--- src/rtl/sw_cond_pkg.sv ---
// sw_cond_pkg: shared debounce FSM state type and default settle time
package sw_cond_pkg;
  localparam int DEFAULT_DEBOUNCE_CYCLES = 1000000;
  typedef enum logic [1:0] {STABLE_LO, WAIT_HI, STABLE_HI, WAIT_LO} deb_state_t;
endpackage

--- src/rtl/sw_debounce_bit.sv ---
// sw_debounce_bit: two-flop synchronizer plus settle-time FSM for one switch pin
module sw_debounce_bit
  import sw_cond_pkg::*;
#(
  parameter int DEBOUNCE_CYCLES = DEFAULT_DEBOUNCE_CYCLES
) (
  input  logic clk,
  input  logic rst_n,
  input  logic sw_in,
  output logic level,
  output logic upd
);
  localparam int CW = $clog2(DEBOUNCE_CYCLES);
  localparam logic [CW-1:0] LAST = CW'(DEBOUNCE_CYCLES - 1);
  logic s1, s2;
  logic [CW-1:0] cnt;
  deb_state_t state;
  // level toggles on the coming edge; lets the parent register its strobes in step with level
  assign upd = (state == WAIT_HI && s2 && cnt == LAST) || (state == WAIT_LO && !s2 && cnt == LAST);
  always_ff @(posedge clk or negedge rst_n) begin
    if (!rst_n) begin
      s1    <= 1'b0;
      s2    <= 1'b0;
      state <= STABLE_LO;
      cnt   <= '0;
      level <= 1'b0;
    end else begin
      s1 <= sw_in;
      s2 <= s1;
      case (state)
        STABLE_LO: if (s2) begin state <= WAIT_HI; cnt <= '0; end
        WAIT_HI:
          if (!s2) begin state <= STABLE_LO; cnt <= '0; end
          else if (cnt == LAST) begin state <= STABLE_HI; cnt <= '0; level <= 1'b1; end
          else cnt <= cnt + 1'b1;
        STABLE_HI: if (!s2) begin state <= WAIT_LO; cnt <= '0; end
        WAIT_LO:
          if (s2) begin state <= STABLE_HI; cnt <= '0; end
          else if (cnt == LAST) begin state <= STABLE_LO; cnt <= '0; level <= 1'b0; end
          else cnt <= cnt + 1'b1;
        default: begin state <= STABLE_LO; cnt <= '0; end
      endcase
    end
  end
endmodule

--- src/rtl/sw_conditioner.sv ---
// sw_conditioner: per-bit switch debouncer with change strobe; SW_EDGE_PULSE_EN adds rise/fall pulses
module sw_conditioner
  import sw_cond_pkg::*;
#(
  parameter int WIDTH           = 4,
  parameter int DEBOUNCE_CYCLES = DEFAULT_DEBOUNCE_CYCLES
) (
  input  logic             clk,
  input  logic             rst_n,
  input  logic [WIDTH-1:0] sw_in,
  output logic [WIDTH-1:0] sw_out,
  output logic             changed
`ifdef SW_EDGE_PULSE_EN
  ,
  output logic [WIDTH-1:0] rise,
  output logic [WIDTH-1:0] fall
`endif
);
  logic [WIDTH-1:0] upd;
  if (DEBOUNCE_CYCLES < 2) begin : g_bad_cfg
    $error("sw_conditioner: DEBOUNCE_CYCLES must be at least 2");
  end
  for (genvar i = 0; i < WIDTH; i++) begin : g_bit
    sw_debounce_bit #(.DEBOUNCE_CYCLES(DEBOUNCE_CYCLES)) u_bit (
      .clk   (clk),
      .rst_n (rst_n),
      .sw_in (sw_in[i]),
      .level (sw_out[i]),
      .upd   (upd[i])
    );
  end
`ifdef SW_EDGE_PULSE_EN
  always_ff @(posedge clk or negedge rst_n) begin
    if (!rst_n) begin
      changed <= 1'b0;
      rise    <= '0;
      fall    <= '0;
    end else begin
      changed <= |upd;
      rise    <= upd & ~sw_out;
      fall    <= upd & sw_out;
    end
  end
`else
  always_ff @(posedge clk or negedge rst_n) begin
    if (!rst_n) changed <= 1'b0;
    else changed <= |upd;
  end
`endif
endmodule

--- config.mk ---
export PLATFORM = sky130hd
export DESIGN_NAME = sw_conditioner
export DESIGN_NICKNAME = d
export VERILOG_FILES = /design/src/rtl/sw_cond_pkg.sv /design/src/rtl/sw_debounce_bit.sv /design/src/rtl/sw_conditioner.sv
export SDC_FILE = /design/constraint.sdc
export NUM_CORES = 1
export LEC_CHECK = 0
export ABC_AREA = 0
export CAP_MARGIN = 20
export CORE_ASPECT_RATIO = 0.75
export CORE_MARGIN = 1.5
export CORE_UTILIZATION = 62
export DETAILED_ROUTE_END_ITERATION = 10
export MAX_ROUTING_LAYER = met4
export PLACE_DENSITY = 0.79
export RECOVER_POWER = 50
export SLEW_MARGIN = 20
export SYNTH_ARGS = -nofsm -noshare
export SYNTH_HDL_FRONTEND = slang
export SYNTH_HIERARCHICAL = 1
export SYNTH_SLANG_ARGS = --single-unit
--- constraint.sdc ---
create_clock -name clk -period 2.46 [get_ports clk]
set_input_delay 0.369 -clock clk [delete_from_list [all_inputs] [get_ports clk]]
set_output_delay 0.369 -clock clk [all_outputs]
set_load 0.005 [all_outputs]
==> summary.txt <==
Floorplanning
  • Initial Utilization: 63.6%
  • Std-Cell Rows: 29
  • Die extent in y: 83.6 µm
  • Die Area: ~9200 µm²
  • Top Ports: 11
  • Core area: 8450 µm²
  • Die width: 111 µm

Synth
  • Most frequent cells after synthesis: 101 x dfrtp_1, 86 x nand2_1, 51 x a31oi_1
  • Number of distinct standard cells referenced by the synthesized netlist: 50
  • Top FF cell, synth: dfrtp_1
  • Synth area leader: dfrtp_1
  • Synthesized instance count: 565
  • EDFF count, synth: 0
  • Flops & latches, synth: slightly above 100
  • FFs w/ async S/R, synth: 100%
  • Mapped cell area: 5380 µm²
  • Average size of a mapped cell: 9.52 µm²
  • Yosys warnings: 6
  • Top cells by area, synth: dfrtp_1 47%, nand2_1 6.0%, a31oi_1 5.9%
  • Register area share after synthesis: a little under half
  • Syn Nets: 575
  • Most frequent cell after synthesis: dfrtp_1
  • Post-synth top area share: 47.0%

Routing
  • DR vias/cell: ~6.4
  • WL/cell: 16.5 µm
  • Detailed Routing Iterations Pass 1: 5
  • Post-DRT Antenna Nets: 0
  • Vias: 4374
  • Final WL: 11.4 mm
  • # DRC: 0
  • First DRT Iteration DRCs: 324

Worst setup path
  • CP max stage delay: 0.52 ns
  • CP max-delay cell: a21oi_4
  • R2r worst-path depth: 6
  • Top delay family on crit path: simple AND/OR/NAND/NOR gates
  • Kind of critical path: register to register
  • WP data required: between 2 and 3 ns
  • Crit. End Element: register
  • Crit path depth: 6
  • Critical path, cell by cell: ha_1 -> nand4_1 -> and4bb_2 -> a21oi_4 -> or2b_1 -> a31oi_1
  • Crit path launch type: register
  • CP Buf/Inv Count: 0
  • CP arrival: ~2.4 ns
  • CP max FO: 25

Final layout
  • Fraction of layout instances using a drive strength above 1: under 10%
  • Final #Nets: 584
  • Area delta synth->final: 8.15%
  • Fill count: 650
  • Antenna diodes: 0

Clock network
  • Worst-path clk slew: 0.07 ns
  • H-Tree Depth: 3
  • Max Root-Sink Buffers: 2
  • Clock latency on the worst-skew pair: ~0.35 ns
  • Clock sink count: roughly 100
  • Cts bufs inserted: 9
  • Root cell of the clock tree: clkbuf_16
  • CTS tree: done

GRT
  • First-pass GRT wire length: approximately 20 mm
  • Initial antenna violation count: 0
  • GR Overflow Total: 0
  • Largest net degree at the start of global routing: slightly below 50
  • Vias in the first global route: between 4000 and 5000
  • Total global-route track usage: between 20% and 30%

STA
  • Period utilization: 87.4%
  • Final hold vios: 0
  • RSZ-0062 raised after global routing: no
  • Max_slew headroom: 44.0%
  • Worst hold slack: around 0.35 ns
  • Setup TNS: 0 ns
  • Tmin final: 2.15 ns
  • Skew final: approximately 0.007 ns
  • Final setup violation count: 0
  • Worst-Margin Slew: 0.840 ns
  • Count of pins over their slew limit: 0
  • Fmax: 0.465 GHz

Power
  • Peak supply drop: 0.709 mV
  • Pleak: 0.00244 µW
  • Cell Pwr Density: 831 nW/µm²
  • Total power: 4830 µW

Outcome
  • Status: complete, no violations

Place
  • GPL Wtd Cong: just under 0.8
  • IO Port Bufs: 10
  • Final HPWL DP: 7.60 mm

Worst hold path
  • Hold WC Path Type: register to register
  • Hold Path Stages: 0

Flow run
  • Max cap viols: 0
per-layer routing:
| metal | GRT usage (%) | routed length [µm] | up-vias |
|---|---|---|---|
| li1 | - | - | 2124 |
| met1 | 35.8 | 5320 | 2138 |
| met2 | 42.8 | 5420 | 100 |
| met3 | 5.37 | 475 | 12 |
| met4 | 7.81 | 142 | 0 |
| met5 | - | 0 | - |
repair_timing:
item / in CTS / in global routing
hold endpoints to repair: 32 / 0
gates resized for setup: 1 / 0
buffers inserted: 0 / 0
hold buffers: 1 / 0
setup endpoints to repair: 1 / 0
report_power, final:
part	internal, µW	switching (µW)	total, µW	leakage, µW
logic	478	1020	1500	0.000941
clock network	714	626	1340	0.000128
registers	1810	178	1990	0.00137
total	3010	1830	4830	0.00244
worst paths after layout:
path / startpoint / end / slack, ns
worst max-delay path: g_bit[2].u_bit/cnt[0] / g_bit[2].u_bit/cnt[2] / 0.31
worst min-delay path: g_bit[2].u_bit/s1 / g_bit[2].u_bit/s2 / 0.35
worst max register to register: g_bit[2].u_bit/cnt[0] / g_bit[2].u_bit/cnt[2] / 0.31
worst min register to register: g_bit[2].u_bit/s1 / g_bit[2].u_bit/s2 / 0.35
max in group asynchronous: rst_n / g_bit[0].u_bit/cnt[17] / 0.58
min in group asynchronous: rst_n / g_bit[3].u_bit/cnt[5] / 0.66
flip-flops by register name (all words and copies together) (netlist names), named ones only:
| signal | flops |
|---|---|
| g_bit.u_bit/s2 | 4 |
| changed | 1 |
| g_bit.u_bit/s1 | 4 |
| g_bit.u_bit/level | 4 |
| g_bit.u_bit/cnt | 80 |
| g_bit.u_bit/state | 4 |
per-stage QoR:
| step | cell area (µm²) | std cells | util, % | setup WS (ns) |
|---|---|---|---|---|
| 2_1_floorplan | 5380 | 565 | - | 0.546 |
| 3_3_place_gp | 5540 | 670 | 65.5 | 0.124 |
| 3_5_place_dp | 5540 | 670 | 65.5 | -0.0154 |
| 4_1_cts | 5830 | 687 | 69.0 | 0.318 |
| 5_1_grt | 5810 | 687 | 68.8 | 0.152 |
| 6_report | 5810 | 687 | 68.8 | 0.309 |
placed cells by master, fill, tap and decap left out, types with 5 or more instances in the layout:
cell type / count
a21o_1: 6
a21oi_1: 33
a21oi_2: 5
a22o_1: 7
a31oi_1: 51
a41oi_1: 7
and3_1: 14
and4_1: 15
buf_4: 12
clkbuf_16: 9
clkdlybuf4s50_1: 5
dfrtp_1: 101
dlygate4sd3_1: 5
inv_1: 22
mux2i_1: 5
nand2_1: 86
nand2b_1: 8
nand3_1: 25
nand4_1: 20
nor2_1: 23
o21ai_0: 9
o21ai_1: 25
xnor2_1: 9
xor2_1: 7
logic make-up (layout without fill, tap and decap cells):
family | after synthesis | after routing | synth area share (%)
xor+xnor | 16 | 16 | 2.61
buf+inv | 49 | 63 | 5.10
mux | 5 | 5 | 0.931
flops | 101 | 101 | 47.0
simple gates | 231 | 231 | 24.7
fa+ha+maj | 4 | 4 | 0.931
compound gates | 159 | 159 | 18.7
area by class of cell:
| type | count | area (µm²) | area share [%] |
|---|---|---|---|
| clock buffer | 11 | 243 | 4.17 |
| tap | 108 | 135 | 2.32 |
| clock inverter | 5 | 36.3 | 0.624 |
| multi-input combinational | 415 | 2580 | 44.4 |
| timing repair buffer | 25 | 208 | 3.57 |
| inverter | 22 | 82.6 | 1.42 |
| sequential | 101 | 2530 | 43.5 |
Power figures use the tool's default switching activity.
